**src/rtl/ifetch_ctrl_pkg.sv**
```systemverilog
// Shared types and constants for the instruction-fetch controller.
//   NOP_INSTR      : instruction presented when the fetch buffer is empty
//   fetch_entry_t  : one fetch-buffer entry {pc, instr, fault}
//   ifetch_state_e : controller states
package ifetch_ctrl_pkg;

  localparam logic [31:0] NOP_INSTR = 32'h0000_0013;

  typedef struct packed {
    logic [31:0] pc;
    logic [31:0] instr;
    logic        fault;
  } fetch_entry_t;

  typedef enum logic [1:0] {
    ST_RUN   = 2'd0,
    ST_HALT  = 2'd1,
    ST_FAULT = 2'd2
  } ifetch_state_e;

  function automatic logic is_aligned(input logic [31:0] addr);
    return (addr[1:0] == 2'b00);
  endfunction

endpackage

```
**src/rtl/ifetch_ctrl_if.sv**
```systemverilog
// Fetch controller bus: instruction-memory port, redirect input from execute,
// and valid/ready output toward decode.
//   master : fetch controller side
//   slave  : environment side (imem + execute + decode)
interface ifetch_ctrl_if;
  logic        enable;
  logic [31:0] imem_addr;
  logic [31:0] imem_rdata;
  logic        redirect_valid;
  logic [31:0] redirect_pc;
  logic        out_valid;
  logic        out_ready;
  logic [31:0] out_instr;
  logic [31:0] out_pc;
  logic        out_fault;

  modport master (
    input  enable, imem_rdata, redirect_valid, redirect_pc, out_ready,
    output imem_addr, out_valid, out_instr, out_pc, out_fault
  );

  modport slave (
    output enable, imem_rdata, redirect_valid, redirect_pc, out_ready,
    input  imem_addr, out_valid, out_instr, out_pc, out_fault
  );
endinterface

```
**src/rtl/ifetch_ctrl_fifo.sv**
```systemverilog
// Synchronous FIFO for fetch entries.
//   clk, rst_n     : clock, async active-low reset
//   i_push/i_data  : write request and data
//   i_pop          : remove head (ignored when empty)
//   i_flush        : discard contents; a same-cycle push becomes the only entry
//   o_head         : head entry (undefined content when empty)
//   o_full/o_empty : occupancy flags
// A push while full is accepted when a pop happens in the same cycle.
module ifetch_ctrl_fifo
  import ifetch_ctrl_pkg::*;
#(
  parameter type T     = fetch_entry_t,
  parameter int  DEPTH = 2
) (
  input  logic clk,
  input  logic rst_n,
  input  logic i_push,
  input  logic i_pop,
  input  logic i_flush,
  input  T     i_data,
  output T     o_head,
  output logic o_full,
  output logic o_empty
);

  localparam int AW = (DEPTH > 1) ? $clog2(DEPTH) : 1;
  localparam int CW = AW + 1;

  T              r_mem [DEPTH];
  logic [AW-1:0] r_wr_ptr;
  logic [AW-1:0] r_rd_ptr;
  logic [CW-1:0] r_count;
  logic [AW-1:0] w_wr_idx;
  logic          w_do_push;
  logic          w_do_pop;

  assign o_empty   = (r_count == '0);
  assign o_full    = (r_count == CW'(DEPTH));
  assign w_do_pop  = i_pop && !o_empty && !i_flush;
  // A flush empties the buffer, so a push alongside it always has room.
  assign w_do_push = i_push && (i_flush || !o_full || w_do_pop);
  assign w_wr_idx  = i_flush ? '0 : r_wr_ptr;
  assign o_head    = r_mem[r_rd_ptr];

  always_ff @(posedge clk) begin
    if (w_do_push) r_mem[w_wr_idx] <= i_data;
  end

  always_ff @(posedge clk or negedge rst_n) begin
    if (!rst_n) begin
      r_wr_ptr <= '0;
      r_rd_ptr <= '0;
      r_count  <= '0;
    end else if (i_flush) begin
      r_rd_ptr <= '0;
      r_wr_ptr <= w_do_push ? AW'(1) : '0;
      r_count  <= w_do_push ? CW'(1) : '0;
    end else begin
      if (w_do_push) r_wr_ptr <= r_wr_ptr + 1'b1;
      if (w_do_pop)  r_rd_ptr <= r_rd_ptr + 1'b1;
      case ({w_do_push, w_do_pop})
        2'b10:   r_count <= r_count + 1'b1;
        2'b01:   r_count <= r_count - 1'b1;
        default: r_count <= r_count;
      endcase
    end
  end

endmodule

```
**src/rtl/ifetch_ctrl.sv**
```systemverilog
// Instruction-fetch controller: owns the fetch PC, drives the imem address,
// and buffers fetched words toward decode. Redirects flush the buffer; a
// misaligned redirect yields a single fault marker entry and stalls fetch.
//   clk, rst_n : clock, async active-low reset
//   bus        : ifetch_ctrl_if.master (imem, redirect, decode handshake, enable)
//
// state    | meaning
// ST_RUN   | fetching one word per cycle while buffer has room
// ST_HALT  | enable low, no fetch; buffer drains
// ST_FAULT | misaligned redirect taken; waits for an aligned redirect
module ifetch_ctrl
  import ifetch_ctrl_pkg::*;
#(
  parameter logic [31:0] RESET_PC   = 32'h0000_0000,
  parameter int          FIFO_DEPTH = 2
) (
  input logic         clk,
  input logic         rst_n,
  ifetch_ctrl_if.master bus
);

  ifetch_state_e r_state;
  ifetch_state_e w_state_nxt;
  logic [31:0]   r_fetch_pc;
  logic [31:0]   w_fetch_pc_nxt;
  logic          w_push;
  logic          w_pop;
  logic          w_flush;
  logic          w_full;
  logic          w_empty;
  logic          w_misaligned;
  fetch_entry_t  w_push_data;
  fetch_entry_t  w_head;

  assign w_misaligned = !is_aligned(bus.redirect_pc);
  assign w_pop        = !w_empty && bus.out_ready;

  always_ff @(posedge clk or negedge rst_n) begin
    if (!rst_n) begin
      r_state    <= ST_RUN;
      r_fetch_pc <= RESET_PC;
    end else begin
      r_state    <= w_state_nxt;
      r_fetch_pc <= w_fetch_pc_nxt;
    end
  end

  always_comb begin
    w_state_nxt = r_state;
    if (bus.redirect_valid) begin
      if (w_misaligned)    w_state_nxt = ST_FAULT;
      else if (bus.enable) w_state_nxt = ST_RUN;
      else                 w_state_nxt = ST_HALT;
    end else begin
      case (r_state)
        ST_RUN:   w_state_nxt = bus.enable ? ST_RUN : ST_HALT;
        ST_HALT:  w_state_nxt = bus.enable ? ST_RUN : ST_HALT;
        ST_FAULT: w_state_nxt = ST_FAULT;
        default:  w_state_nxt = ST_RUN;
      endcase
    end
  end

  always_comb begin
    w_flush        = bus.redirect_valid;
    w_push         = 1'b0;
    w_push_data    = '{pc: r_fetch_pc, instr: bus.imem_rdata, fault: 1'b0};
    w_fetch_pc_nxt = r_fetch_pc;
    if (bus.redirect_valid) begin
      // The fault marker rides in through the flush so it is the sole entry.
      w_push         = w_misaligned;
      w_push_data    = '{pc: bus.redirect_pc, instr: NOP_INSTR, fault: 1'b1};
      w_fetch_pc_nxt = bus.redirect_pc;
    end else if ((r_state == ST_RUN) && bus.enable && (!w_full || w_pop)) begin
      w_push         = 1'b1;
      w_fetch_pc_nxt = r_fetch_pc + 32'd4;
    end
  end

  ifetch_ctrl_fifo #(
    .T     (fetch_entry_t),
    .DEPTH (FIFO_DEPTH)
  ) u_fifo (
    .clk     (clk),
    .rst_n   (rst_n),
    .i_push  (w_push),
    .i_pop   (w_pop),
    .i_flush (w_flush),
    .i_data  (w_push_data),
    .o_head  (w_head),
    .o_full  (w_full),
    .o_empty (w_empty)
  );

  assign bus.imem_addr = r_fetch_pc;
  assign bus.out_valid = !w_empty;
  assign bus.out_instr = w_empty ? NOP_INSTR : w_head.instr;
  assign bus.out_pc    = w_empty ? 32'h0     : w_head.pc;
  assign bus.out_fault = w_empty ? 1'b0      : w_head.fault;

endmodule
```
**src/flat_wrapper.sv**
```systemverilog
// flat-port wrapper written by rule: the top's interface ports become plain ports
module ifetch_ctrl_flat import ifetch_ctrl_pkg::*;
#(
  parameter logic [31:0] RESET_PC   = 32'h0000_0000,
  parameter int          FIFO_DEPTH = 2
)
  (clk, rst_n, bus_enable, bus_imem_rdata, bus_redirect_valid, bus_redirect_pc, bus_out_ready, bus_imem_addr, bus_out_valid, bus_out_instr, bus_out_pc, bus_out_fault);
  ifetch_ctrl_if bus_i ();
  input logic clk;
  input logic rst_n;
  input wire logic [$bits(bus_i.enable)-1:0] bus_enable;
  input wire logic [$bits(bus_i.imem_rdata)-1:0] bus_imem_rdata;
  input wire logic [$bits(bus_i.redirect_valid)-1:0] bus_redirect_valid;
  input wire logic [$bits(bus_i.redirect_pc)-1:0] bus_redirect_pc;
  input wire logic [$bits(bus_i.out_ready)-1:0] bus_out_ready;
  output wire logic [$bits(bus_i.imem_addr)-1:0] bus_imem_addr;
  output wire logic [$bits(bus_i.out_valid)-1:0] bus_out_valid;
  output wire logic [$bits(bus_i.out_instr)-1:0] bus_out_instr;
  output wire logic [$bits(bus_i.out_pc)-1:0] bus_out_pc;
  output wire logic [$bits(bus_i.out_fault)-1:0] bus_out_fault;
  assign bus_i.enable = bus_enable;
  assign bus_i.imem_rdata = bus_imem_rdata;
  assign bus_i.redirect_valid = bus_redirect_valid;
  assign bus_i.redirect_pc = bus_redirect_pc;
  assign bus_i.out_ready = bus_out_ready;
  assign bus_imem_addr = bus_i.imem_addr;
  assign bus_out_valid = bus_i.out_valid;
  assign bus_out_instr = bus_i.out_instr;
  assign bus_out_pc = bus_i.out_pc;
  assign bus_out_fault = bus_i.out_fault;
  ifetch_ctrl #(.RESET_PC(RESET_PC), .FIFO_DEPTH(FIFO_DEPTH)) u_core (.clk(clk), .rst_n(rst_n), .bus(bus_i));
endmodule
```
**config.mk**
```make
export PLATFORM = sky130hd
export DESIGN_NAME = ifetch_ctrl_flat
export DESIGN_NICKNAME = d
export VERILOG_FILES = /design/src/rtl/ifetch_ctrl_pkg.sv /design/src/rtl/ifetch_ctrl_if.sv /design/src/rtl/ifetch_ctrl_fifo.sv /design/src/rtl/ifetch_ctrl.sv /design/src/flat_wrapper.sv
export SDC_FILE = /design/constraint.sdc
export NUM_CORES = 1
export LEC_CHECK = 0
export ABC_AREA = 1
export BUFFER_PORTS_ARGS = -buffer_cell sky130_fd_sc_hd__buf_2
export CAP_MARGIN = 20
export CORE_MARGIN = 5
export CORE_UTILIZATION = 55
export DETAILED_ROUTE_END_ITERATION = 8
export PLACE_DENSITY = 0.89
export SLEW_MARGIN = 20
export SYNTH_ARGS = -nofsm -noshare
export SYNTH_HDL_FRONTEND = slang
export SYNTH_SLANG_ARGS = --single-unit
```
**constraint.sdc**
```tcl
create_clock -name clk -period 11.7 [get_ports clk]
set_input_delay 1.17 -clock clk [delete_from_list [all_inputs] [get_ports clk]]
set_output_delay 1.17 -clock clk [all_outputs]
set_load 0.005 [all_outputs]
```
==> summary.md, run 1 <==
| Metric | Value |
|---|---|
| Outcome | `finished clean` |
| Die W | `129.1 µm` |
| Slew headroom | `36.03%` |
| Slowest cell on the critical path | `clkinv_2` |
| Max-slew violations | `0` |
| Placed Cells | `1,158` |
| Worst Path Arrival | `2.88 ns` |
| Final period util | `34.64%` |
| Avg WL per Cell | `16.35 µm` |
| First-pass GRT wire length | `30.46 mm` |
| Post-synth EDFFs | `130` |
| Critical path launch point type | `flop` |
| Unrepaired setup endpoints after global routing | `no` |
| Sequential share of the synthesized area | `62.19%` |
| Clock Latency Late Sink | `0.42 ns` |
| Vias per std cell | `5.406` |
| H-tree levels | `4` |
| Synth cell types | `33` |
| CP required | `10.53 ns` |
| Grt total ovfl | `0` |
| Core Rows | `43` |
| Top-level port count | `167` |
| Dpl hpwl | `12.97 mm` |
| Syn Area/Cell | `9.282 µm²` |
| Main synth FF type | `edfxtp_1` |
| Die Height | `129.1 µm` |
| Multi-input gate area | `0.002546 mm²` |
| Post_cts resized | `0` |
| ANT cells | `0` |
| Final nets | `1,067` |
| Initial antenna violation count | `0` |
| Mapped Nets | `911` |
| Initial DRC count | `713` |
| Crit-path cells | `buf_4, clkinv_2, nand2_1, a21oi_1, buf_2` |
| Number of global-route vias before repair | `5,986` |
| IO buf count | `166` |
| Post-CTS Setup Inserts | `0` |
| Max Buffers Root-to-Sink | `2` |
| Non-Filler Instances | `1,190` |
| Fill cells | `1,097` |
| Total Routing Usage GR | `23.76%` |
| DRC Markers | `0` |
| Least-Margin Pin Slew | `0.9584 ns` |
| Synthesized flop and latch total | `168` |
| Core area | `0.01388 mm²` |
| Fmax achieved | `0.2467 GHz` |
| Largest net degree at the start of global routing | `84` |
| Final core utilization | `67.93%` |
| ANT nets after route | `0` |
| Leakage | `4.194 nW` |
| Initial Utilization | `56.24%` |
| Ys async rst share | `22.62%` |
| Class of the worst hold path | `flop to flop` |
| Synth warnings | `0` |
| Root Buffer | `clkbuf_16` |
| Die area | `0.01668 mm²` |
| Final setup violation count | `0` |
| Clock skew | `0.005454 ns` |
| Post-DP Area | `0.008773 mm²` |
| Register area | `0.004856 mm²` |
| Max FO, Critical Path | `67` |
| Max-Cap Viols | `0` |
| Num CTS Buffers | `17` |
| Gpl congestion | `0.9655` |
| Share of cells above drive strength 1 | `21.88%` |
| Vias | `6,433` |
| Most common cell after layout, fill and taps aside | `nand2_1` |
| Post-Route WL | `19.45 mm` |
| Clock sink total | `168` |
| Mapped Area | `0.007806 mm²` |
| Commonest cells after routing, fill and taps aside | `nand2_1, buf_2, edfxtp_1` |
| Crit. End Element | `primary output` |
| Power per cell area | `182.1 mW/mm²` |
| Tmin final | `4.053 ns` |
| CP max stage delay | `0.97 ns` |
| Post-route cell area | `0.009429 mm²` |
| Hold Fails Final Rpt | `0` |
| TritonRoute pass-1 iters | `5` |
| Hold_buf cts | `0` |
| Peak VDD IR | `0.09266 mV` |
| CTS tree | `built` |
| Final TNS setup | `0 ns` |
| Setup CP Type | `flop to primary output` |
| Post-Synthesis Cells | `841` |
| CTS clock-pin slew for the worst setup and hold paths | `0.06 ns` |
| Synthesis-to-layout area growth | `20.79%` |
-- final timing paths --
path	end	depth (start not counted)	start	slack, ns
worst max-delay path	bus_out_pc[18]	5	u_core.u_fifo.r_rd_ptr	7.65
worst min-delay path	u_core.bus.imem_addr[0]	2	u_core.bus.imem_addr[0]	0.49
worst max register to register	u_core.u_fifo.r_mem[0][63]	6	u_core.r_state[1]	8.67
worst min register to register	u_core.bus.imem_addr[0]	2	u_core.bus.imem_addr[0]	0.49
max in group asynchronous	u_core.u_fifo.r_rd_ptr	1	rst_n	10.21
min in group asynchronous	u_core.bus.imem_addr[21]	1	rst_n	0.87
-- final cells by class --
class                           instances  area share (%)
Sequential cell                       168           51.50
Multi-Input combinational cell        566           27.00
Timing Repair Buffer                  172           9.289
Clock buffer                           20           4.843
Tap cell                              180           2.389
Inverter                               72           2.880
Clock inverter                         12           2.097
-- Yosys cell counts, types with 4 or more instances --
cell type | n | area (µm²)
buf_2 | 4 | 20.02
o21ai_0 | 37 | 185.2
clkbuf_1 | 24 | 90.09
a21oi_1 | 63 | 315.3
nand2_1 | 307 | 1152
nor3_1 | 14 | 70.07
dfrtp_1 | 38 | 950.9
nand4_1 | 5 | 31.28
inv_1 | 70 | 262.8
nor2_1 | 58 | 217.7
edfxtp_1 | 130 | 3904
xor2_1 | 13 | 113.9
nand3_1 | 42 | 210.2
o211ai_1 | 5 | 37.54
buf_1 | 5 | 18.77
-- worst max-delay path: cells and delay by family (launching register included) --
kind | cells | cell delay, ns
buffers and inverters | 3 | 1.72
DFF | 1 | 0.34
AOI/OAI and AO/OA | 1 | 0.12
and+or+nand+nor | 1 | 0.27
-- registers in the layout, indices dropped and copies added, names as in the netlist --
register,flops
u_core.u_fifo.r_rd_ptr,1
u_core.u_fifo.r_mem,130
u_core.r_state,2
u_core.bus.imem_addr,32
u_core.u_fifo.r_count,2
u_core.u_fifo.r_wr_ptr,1
-- stage by stage --
step | total power (W) | setup WS, ns | hold WS (ns)
after global placement | 0.001110 | 7.898 | 0.4721
after global routing | 0.001802 | 7.333 | 0.5345
after detailed placement | 0.001119 | 7.833 | 0.4813
final | 0.001717 | 7.647 | 0.4925
after CTS | 0.001726 | 7.832 | 0.4961
after floorplan | 0.0009535 | 4.888 | 0.4848
-- power by group --
group / switching [W] / total, W / leakage (nW) / internal (W)
clock network: 0.000220 / 0.000610 / 0.318 / 0.000389
registers: 0.0000341 / 0.000743 / 1.70 / 0.000709
logic: 0.000235 / 0.000364 / 2.18 / 0.000129
total: 0.000489 / 0.00172 / 4.19 / 0.00123
-- routing by layer --
layer  vias up  part of all wire (%)  global-route usage [%]
li1       3084                     -                       -
met2       331                    49                   38.54
met5         -                     0                       0
met3        36                   9.9                   4.782
met4         0                   2.0                   8.894
met1      2982                    39                   31.97
-- cells by family after synthesis --
group / share of synthesized area (%)
AOI/OAI and AO/OA: 7.517
xor gates and xnor gates: 1.571
adders and majority gates: 0.1603
buffers and inverters: 5.353
DFF: 62.19
and+or+nand+nor: 23.21
No activity file was read; power rests on OpenSTA's default activity.
==> run 2, diff against run 1 <==
Settings changed: ABC_AREA 1 to 0, CORE_UTILIZATION 55 to 54.
Clock period 11.7 ns to 4 ns, I/O delays scaled along.
==> run 2 against run 1 <==
Critical path depth is 1 lower. Cell count decreased by 20%. Largest cell class unchanged. Non-clock buffer count grew 1. Clock-buffer cell count is 1 lower. Area after synthesis fell by 4.3%. Synthesized cell count decreased by 28%. Combinational power up 54%. Utilization fell by 2.0 points. First-iteration DRC count down 45%.
==> summary.md, run 2 <==
| Metric | Value |
|---|---|
| Outcome | `finished clean (unchanged)` |
| CTS clock-pin slew for the worst setup and hold paths | `0.06 ns (about the same)` |
| Syn Area/Cell | `12.33 µm² (was 9.282 µm²)` |
| ANT cells | `0 (unchanged)` |
| Sequential share of the synthesized area | `64.98% (was 62.19%)` |
| Synth top area cells | `edfxtp_1, dfrtp_1, mux2i_1 (was edfxtp_1, nand2_1, dfrtp_1)` |
| Setup ws final | `1.331 ns (was 7.647 ns)` |
| IO buf count | `166 (unchanged)` |
| Clock skew | `0.007544 ns (was 0.005454 ns)` |
| Critical path launch point type | `flop (unchanged)` |
| Die Height | `127.6 µm (was 129.1 µm)` |
| Least-Margin Pin Slew | `0.9857 ns (was 0.9584 ns)` |
| Fill cells | `1,007 (was 1,097)` |
| Mapped Area | `0.007471 mm² (was 0.007806 mm²)` |
| Sw Share | `25.22% (was 28.49%)` |
| Final nets | `834 (was 1,067)` |
| Slew headroom | `34.13% (was 36.03%)` |
| Num CTS Buffers | `17 (unchanged)` |
| Tmin final | `2.669 ns` |
| Largest net degree at the start of global routing | `89 (was 84)` |
| Synth cell types | `35 (was 33)` |
| Pint | `0.003127 W (was 0.001228 W)` |
| Crit. End Element | `primary output (unchanged)` |
| Clock Latency Late Sink | `0.42 ns (about the same)` |
| Clock sink total | `168 (unchanged)` |
| R2R setup slack | `1.74 ns (was 8.67 ns)` |
| Total Routing Usage GR | `20.05% (was 23.76%)` |
| Initial antenna violation count | `1 (was 0)` |
| Hold Fails Final Rpt | `0 (unchanged)` |
| Largest family of logic cells by synthesized area | `simple AND/OR/NAND/NOR gates (unchanged)` |
| Synth area leader | `edfxtp_1 (unchanged)` |
| Vias | `5,065 (was 6,433)` |
| CP max stage delay | `0.77 ns (was 0.97 ns)` |
| Share of total power in sequential cells | `50.2% (was 43.3%)` |
| Slowest cell on the critical path | `nor2_4 (was clkinv_2)` |
| Final period util | `66.71%` |
| Root Buffer | `clkbuf_16 (unchanged)` |
| Most frequent cells after synthesis | `edfxtp_1, nor2_1, mux2i_1 (was nand2_1, edfxtp_1, inv_1)` |
| Top reg by flops | `u_core.u_fifo.r_mem (unchanged)` |
| H-tree levels | `4 (unchanged)` |
| Top-level port count | `167 (unchanged)` |
| Initial DRC count | `390 (was 713)` |
| Unrepaired setup endpoints after global routing | `no (unchanged)` |
| Logic pwr share | `13.4% (was 21.2%)` |
| Clock power share | `36.4% (was 35.5%)` |
| Synthesis-to-layout area growth | `21.10% (was 20.79%)` |
| Synth warnings | `0 (unchanged)` |
| Fmax achieved | `0.3747 GHz` |
| Max FO, Critical Path | `39 (was 67)` |
| First-pass GRT wire length | `25.01 mm (was 30.46 mm)` |
| CTS tree | `built (unchanged)` |
| Worst Path Buf+Inv | `2 (was 3)` |
| Gpl congestion | `0.8197 (was 0.9655)` |
| Most common cell after layout, fill and taps aside | `buf_2 (was nand2_1)` |
| Post-Synth XOR/XNOR Area | `3.517% (was 1.571%)` |
| Compound-Gate Fraction of Synth Area | `4.321% (was 7.517%)` |
| Number of global-route vias before repair | `4,967 (was 5,986)` |
| Max-slew violations | `0 (unchanged)` |
| Crit-path cells | `nor2_4, buf_4, nor2_1, buf_2 (was buf_4, clkinv_2, nand2_1, a21oi_1, buf_2)` |
| Initial Utilization | `54.46% (was 56.24%)` |
| Dpl hpwl | `10.79 mm (was 12.97 mm)` |
| Final TNS setup | `0 ns (unchanged)` |
| Leakage | `3.621 nW (was 4.194 nW)` |
| Share of Yosys cell area claimed by the top area cell type | `52.25% (was 50.01%)` |
| Main synth FF type | `edfxtp_1 (unchanged)` |
| Core area | `0.01372 mm² (was 0.01388 mm²)` |
| Adder-Cell Fraction of Synth Area | `0.1675% (was 0.1603%)` |
| TritonRoute pass-1 iters | `5 (unchanged)` |
| Class of the worst hold path | `input pin to async pin (was flop to flop)` |
| Post-CTS Setup Inserts | `0 (unchanged)` |
| Final setup violation count | `0 (unchanged)` |
| Post_cts resized | `0 (unchanged)` |
| Commonest cells after routing, fill and taps aside | `buf_2, edfxtp_1, nor2_1 (was nand2_1, buf_2, edfxtp_1)` |
| CP required | `3.60 ns (was 10.53 ns)` |
| Synthesized flop and latch total | `168 (unchanged)` |
| Power per cell area | `462.2 mW/mm² (was 182.1 mW/mm²)` |
| Cell with the most instances after synthesis | `edfxtp_1 (was nand2_1)` |
| Core Rows | `43 (unchanged)` |
| ANT nets after route | `0 (unchanged)` |
| Max FFs per register | `130 (unchanged)` |
| Psw | `0.001055 W (was 0.0004890 W)` |
| Peak VDD IR | `0.2942 mV (was 0.09266 mV)` |
| Hold_buf cts | `0 (unchanged)` |
| Post-synth EDFFs | `130 (unchanged)` |
| Die W | `127.6 µm (was 129.1 µm)` |
| Simple-gate share of the synthesized area | `13.72% (was 23.21%)` |
| Post-Synthesis Cells | `606 (was 841)` |
| Vias per std cell | `5.293 (was 5.406)` |
| Setup CP Type | `flop to primary output (unchanged)` |
| Place WS | `1.655 ns (was 7.833 ns)` |
| Avg WL per Cell | `16.88 µm (was 16.35 µm)` |
| Mux share of post-synthesis cell area | `9.898% (was 0%)` |
| DRC Markers | `0 (unchanged)` |
| Mapped Nets | `676 (was 911)` |
| Post-Route WL | `16.15 mm (was 19.45 mm)` |
| Cell family with most CP delay | `simple AND/OR/NAND/NOR gates (was buffers and inverters)` |
| Share of cells above drive strength 1 | `28.57% (was 21.88%)` |
| Max Buffers Root-to-Sink | `2 (unchanged)` |
| Max-Cap Viols | `0 (unchanged)` |
| Grt total ovfl | `0 (unchanged)` |
| Worst Path Arrival | `2.27 ns (was 2.88 ns)` |
| Ys async rst share | `22.62% (unchanged)` |
| Die area | `0.01629 mm² (was 0.01668 mm²)` |
==> run 2: power groups by stage <==
| stage | registers, W | clock network, W | logic [W] |
|---|---|---|---|
| final | 0.00210 | 0.00152 | 0.000560 |
| after global routing | 0.00211 | 0.00163 | 0.000621 |
| after CTS | 0.00212 | 0.00154 | 0.000544 |
| after detailed placement | 0.00215 | 0 | 0.000540 |
| after global placement | 0.00215 | 0 | 0.000524 |
| after floorplan | 0.00210 | 0 | 0.000342 |
==> run 2: worst reg2reg max path: stages (launching register included) <==
cell and delay (ns):
dfrtp_1 0.41, nor3b_1 0.32, nand2_1 0.34, nor3b_4 0.29
buf_4 0.53
==> run 2: worst paths after layout <==
| kind | to | cells past startpoint | from |
|---|---|---|---|
| setup / recovery | bus_out_instr[12] | 4 | u_core.u_fifo.r_count[1] |
| hold / removal | u_core.bus.imem_addr[6] | 1 | rst_n |
| setup reg to reg | u_core.u_fifo.r_mem[1][3] | 4 | u_core.r_state[1] |
| hold reg to reg | u_core.r_state[1] | 1 | u_core.r_state[0] |
| max in group asynchronous | u_core.u_fifo.r_rd_ptr | 1 | rst_n |
| min in group clk | u_core.r_state[0] | 2 | bus_enable |
==> run 2: logic make-up (layout without fill, tap and decap cells) <==
group | count (synthesis) | in the layout
adder cells (fa/ha/maj) | 1 | 1
multiplexers | 73 | 73
buffers and inverters | 63 | 234
AO/OA/AOI/OAI | 64 | 64
flip-flops | 168 | 168
AND/OR/NAND/NOR | 207 | 207
XOR/XNOR | 30 | 30
==> run 2: area by class of cell <==
cell class / instances / area (µm²) / share of cell area [%]
flip-flops and latches: 168 / 4858 / 53.70
multi-input cells: 375 / 2395 / 26.47
repair buffers: 173 / 905.9 / 10.01
clock buffers: 19 / 432.9 / 4.785
well taps: 180 / 225.2 / 2.489
clock inverters: 13 / 121.4 / 1.341
inverters: 29 / 108.9 / 1.203
==> run 2: metal layers <==
metal	vias up	global-route usage (%)	part of all wire (%)
met5	-	0	0.043
li1	2446	-	-
met4	2	7.303	1.9
met2	185	33.94	50
met3	25	5.100	7.6
met1	2407	25.08	41
==> run 2: stage by stage <==
stage / hold slack, ns / total power, W / cells / utilization (%) / area, µm²
after detailed placement: 0.5245 / 0.002694 / 924 / 61.71 / 8466
after CTS: 0.1453 / 0.004206 / 956 / 65.75 / 9020
after floorplan: 0.1044 / 0.002446 / 606 / - / 7496
after global routing: 0.1538 / 0.004365 / 957 / 65.95 / 9047
after global placement: 0.4669 / 0.002673 / 924 / 61.71 / 8466
final: 0.1377 / 0.004182 / 957 / 65.95 / 9047
==> run 3, diff against run 2 <==
Settings changed: ABC_AREA 0 to 1, CORE_UTILIZATION 54 to 55.
Clock period 4 ns to 2.5 ns, I/O delays scaled along.
==> run 3 against run 2 <==
Via count is 29% higher. Critical path depth stayed put. Cell count is 25% higher. Die area is 2.4% higher. Global-route usage is 4.6 points higher. Final area is 4.8% higher. Total power is 88% higher. Clock power is 70% higher. Setup slack worse by 1.0 ns. Register-to-register slack worse by 1.3 ns. Largest power group unchanged.
==> summary.md, run 3 (synthesis gave the netlist of run 1 again) <==
| Metric | Value |
|---|---|
| Outcome | `finished clean (unchanged)` |
| Dpl hpwl | `13.60 mm (was 10.79 mm)` |
| Clock Latency Late Sink | `0.42 ns (about the same)` |
| Peak VDD IR | `0.5420 mV (was 0.2942 mV)` |
| Max Buffers Root-to-Sink | `2 (unchanged)` |
| Setup CP Type | `flop to primary output (unchanged)` |
| Worst Path Arrival | `1.93 ns (was 2.27 ns)` |
| Max FO, Critical Path | `65 (was 39)` |
| Clock skew | `0.008547 ns (was 0.007544 ns)` |
| Clock sink total | `168 (unchanged)` |
| Grt total ovfl | `0 (unchanged)` |
| CP max stage delay | `0.58 ns (was 0.77 ns)` |
| Die Height | `129.1 µm (was 127.6 µm)` |
| Fill cells | `1,044 (was 1,007)` |
| CTS tree | `built (unchanged)` |
| R2R setup slack | `0.44 ns (was 1.74 ns)` |
| Initial antenna violation count | `0 (was 1)` |
| ANT cells | `0 (unchanged)` |
| Max FFs per register | `130 (unchanged)` |
| Slowest cell on the critical path | `buf_4 (was nor2_4)` |
| Final setup violation count | `0 (unchanged)` |
| Non-Filler Instances | `1,200 (was 957)` |
| H-tree levels | `4 (unchanged)` |
| Share of total power in sequential cells | `44.3% (was 50.2%)` |
| Power per cell area | `829.5 mW/mm² (was 462.2 mW/mm²)` |
| Psw | `0.002304 W (was 0.001055 W)` |
| Hold endpoint | `u_core.r_state[0]` |
| Slew headroom | `38.33% (was 34.13%)` |
| Fmax achieved | `0.4590 GHz` |
| Final period util | `87.15%` |
| First-pass GRT wire length | `31.84 mm (was 25.01 mm)` |
| Class of the worst hold path | `input pin to flop (was input pin to async pin)` |
| Gpl congestion | `0.9250 (was 0.8197)` |
| Critical path launch point type | `flop (unchanged)` |
| Crit-path cells | `buf_4, nand2_1, a21oi_1, buf_2 (was nor2_4, buf_4, nor2_1, buf_2)` |
| ANT nets after route | `0 (unchanged)` |
| Share of cells above drive strength 1 | `22.35% (was 28.57%)` |
| CP required | `2.25 ns (was 3.60 ns)` |
| Tmin final | `2.179 ns` |
| Num CTS Buffers | `17 (unchanged)` |
| Logic pwr share | `22.9% (was 13.4%)` |
| Post-CTS Setup Inserts | `0 (unchanged)` |
| Commonest cells after routing, fill and taps aside | `nand2_1, buf_2, edfxtp_1 (was buf_2, edfxtp_1, nor2_1)` |
| Max-Cap Viols | `0 (unchanged)` |
| Worst Hold Depth | `2` |
| Unrepaired setup endpoints after global routing | `no (unchanged)` |
| Largest net degree at the start of global routing | `66 (was 89)` |
| RR Startpoint | `u_core.r_state[1] (unchanged)` |
| Crit. End Element | `primary output (unchanged)` |
| Top reg by flops | `u_core.u_fifo.r_mem (unchanged)` |
| Clock power share | `32.8% (was 36.4%)` |
| Least-Margin Pin Slew | `0.9250 ns (was 0.9857 ns)` |
| Cells on worst reg2reg path | `6 (was 4)` |
| Vias | `6,526 (was 5,065)` |
| Top-level port count | `167 (unchanged)` |
| Hold_buf cts | `1 (was 0)` |
| Die area | `0.01668 mm² (was 0.01629 mm²)` |
| CTS clock-pin slew for the worst setup and hold paths | `0.06 ns (about the same)` |
| Pint | `0.005558 W (was 0.003127 W)` |
| Placed Cells | `1,167 (was 924)` |
| Most common cell after layout, fill and taps aside | `nand2_1 (was buf_2)` |
| R2R Path End | `u_core.u_fifo.r_mem[0][8] (was u_core.u_fifo.r_mem[1][3])` |
| Synthesis-to-layout area growth | `21.41% (was 21.10%)` |
| Core area | `0.01388 mm² (was 0.01372 mm²)` |
| Core Rows | `43 (unchanged)` |
| Initial Utilization | `56.24% (was 54.46%)` |
| Initial DRC count | `732 (was 390)` |
| Root Buffer | `clkbuf_16 (unchanged)` |
| DRC Markers | `0 (unchanged)` |
| Total Routing Usage GR | `24.62% (was 20.05%)` |
| Leakage | `4.220 nW (was 3.621 nW)` |
| TritonRoute pass-1 iters | `6 (was 5)` |
| Post_cts resized | `0 (unchanged)` |
| Register area | `0.004856 mm² (was 0.004858 mm²)` |
| IO buf count | `166 (unchanged)` |
| Post-Route WL | `20.12 mm (was 16.15 mm)` |
| Final core utilization | `68.28% (was 65.95%)` |
| Hold Fails Final Rpt | `0 (unchanged)` |
| Hold Crit Start | `bus_enable` |
| Die W | `129.1 µm (was 127.6 µm)` |
| Multi-input gate area | `0.002561 mm² (was 0.002395 mm²)` |
| Vias per std cell | `5.438 (was 5.293)` |
| Final nets | `1,077 (was 834)` |
| Max-slew violations | `0 (unchanged)` |
| Number of global-route vias before repair | `6,296 (was 4,967)` |
| Sw Share | `29.31% (was 25.22%)` |
| Avg WL per Cell | `16.77 µm (was 16.88 µm)` |
==> run 3: layout make-up <==
cell class / instances / area share [%]
clock buffers: 22 / 4.792
clock inverters: 10 / 1.360
inverters: 72 / 2.891
multi-input cells: 566 / 27.02
flip-flops and latches: 168 / 51.23
well taps: 180 / 2.376
repair buffers: 182 / 10.32
==> run 3: power by group through the flow <==
stage | sequential, W | combinational, W | clock, W
floorplan | 0.00350 | 0.000963 | 0
global placement | 0.00352 | 0.00176 | 0
detailed placement | 0.00353 | 0.00179 | 0
CTS | 0.00348 | 0.00181 | 0.00260
global route | 0.00351 | 0.00200 | 0.00274
finish | 0.00349 | 0.00180 | 0.00258
==> run 3: metal layers <==
layer	vias up	track usage [%]	share of wire (%)
met5	-	0	0
met4	0	9.821	2.7
met3	53	4.946	10
met2	370	40.09	49
met1	2998	32.72	38
li1	3105	-	-
==> run 3: how the worst max path moves through the flow <==
stage	startpoint	endpoint	slack [ns]	depth (start not counted)
floorplan	u_core.r_state[1]	u_core.u_fifo.r_mem[1][0]	-0.56	5
global placement	bus_redirect_valid	u_core.u_fifo.r_mem[0][55]	0.43	6
detailed placement	bus_redirect_valid	u_core.u_fifo.r_mem[0][62]	0.31	6
CTS	u_core.u_fifo.r_rd_ptr	bus_out_instr[29]	0.28	5
global route	u_core.u_fifo.r_rd_ptr	bus_out_instr[29]	0.19	5
finish	u_core.u_fifo.r_rd_ptr	bus_out_pc[10]	0.32	4
==> run 3: per-stage QoR <==
step / total power (W) / hold slack, ns / setup TNS, ns / setup WS [ns] / instance area [µm²]
after global placement: 0.005277 / 0.4191 / 0 / 0.4347 / 8885
after floorplan: 0.004464 / -0.04559 / -36.35 / -0.5593 / 7830
after CTS: 0.007894 / 0.02417 / 0 / 0.2782 / 9478
after detailed placement: 0.005323 / 0.4344 / 0 / 0.3140 / 8885
after global routing: 0.008249 / 0.02871 / 0 / 0.1862 / 9478
final: 0.007862 / 0.03423 / 0 / 0.3213 / 9478
==> run 3: critical path, delay by kind of cell, from the launching register on <==
| kind | cells | cell delay (ns) |
|---|---|---|
| buffers and inverters | 2 | 0.75 |
| DFF | 1 | 0.36 |
| AOI/OAI and AO/OA | 1 | 0.29 |
| and+or+nand+nor | 1 | 0.11 |
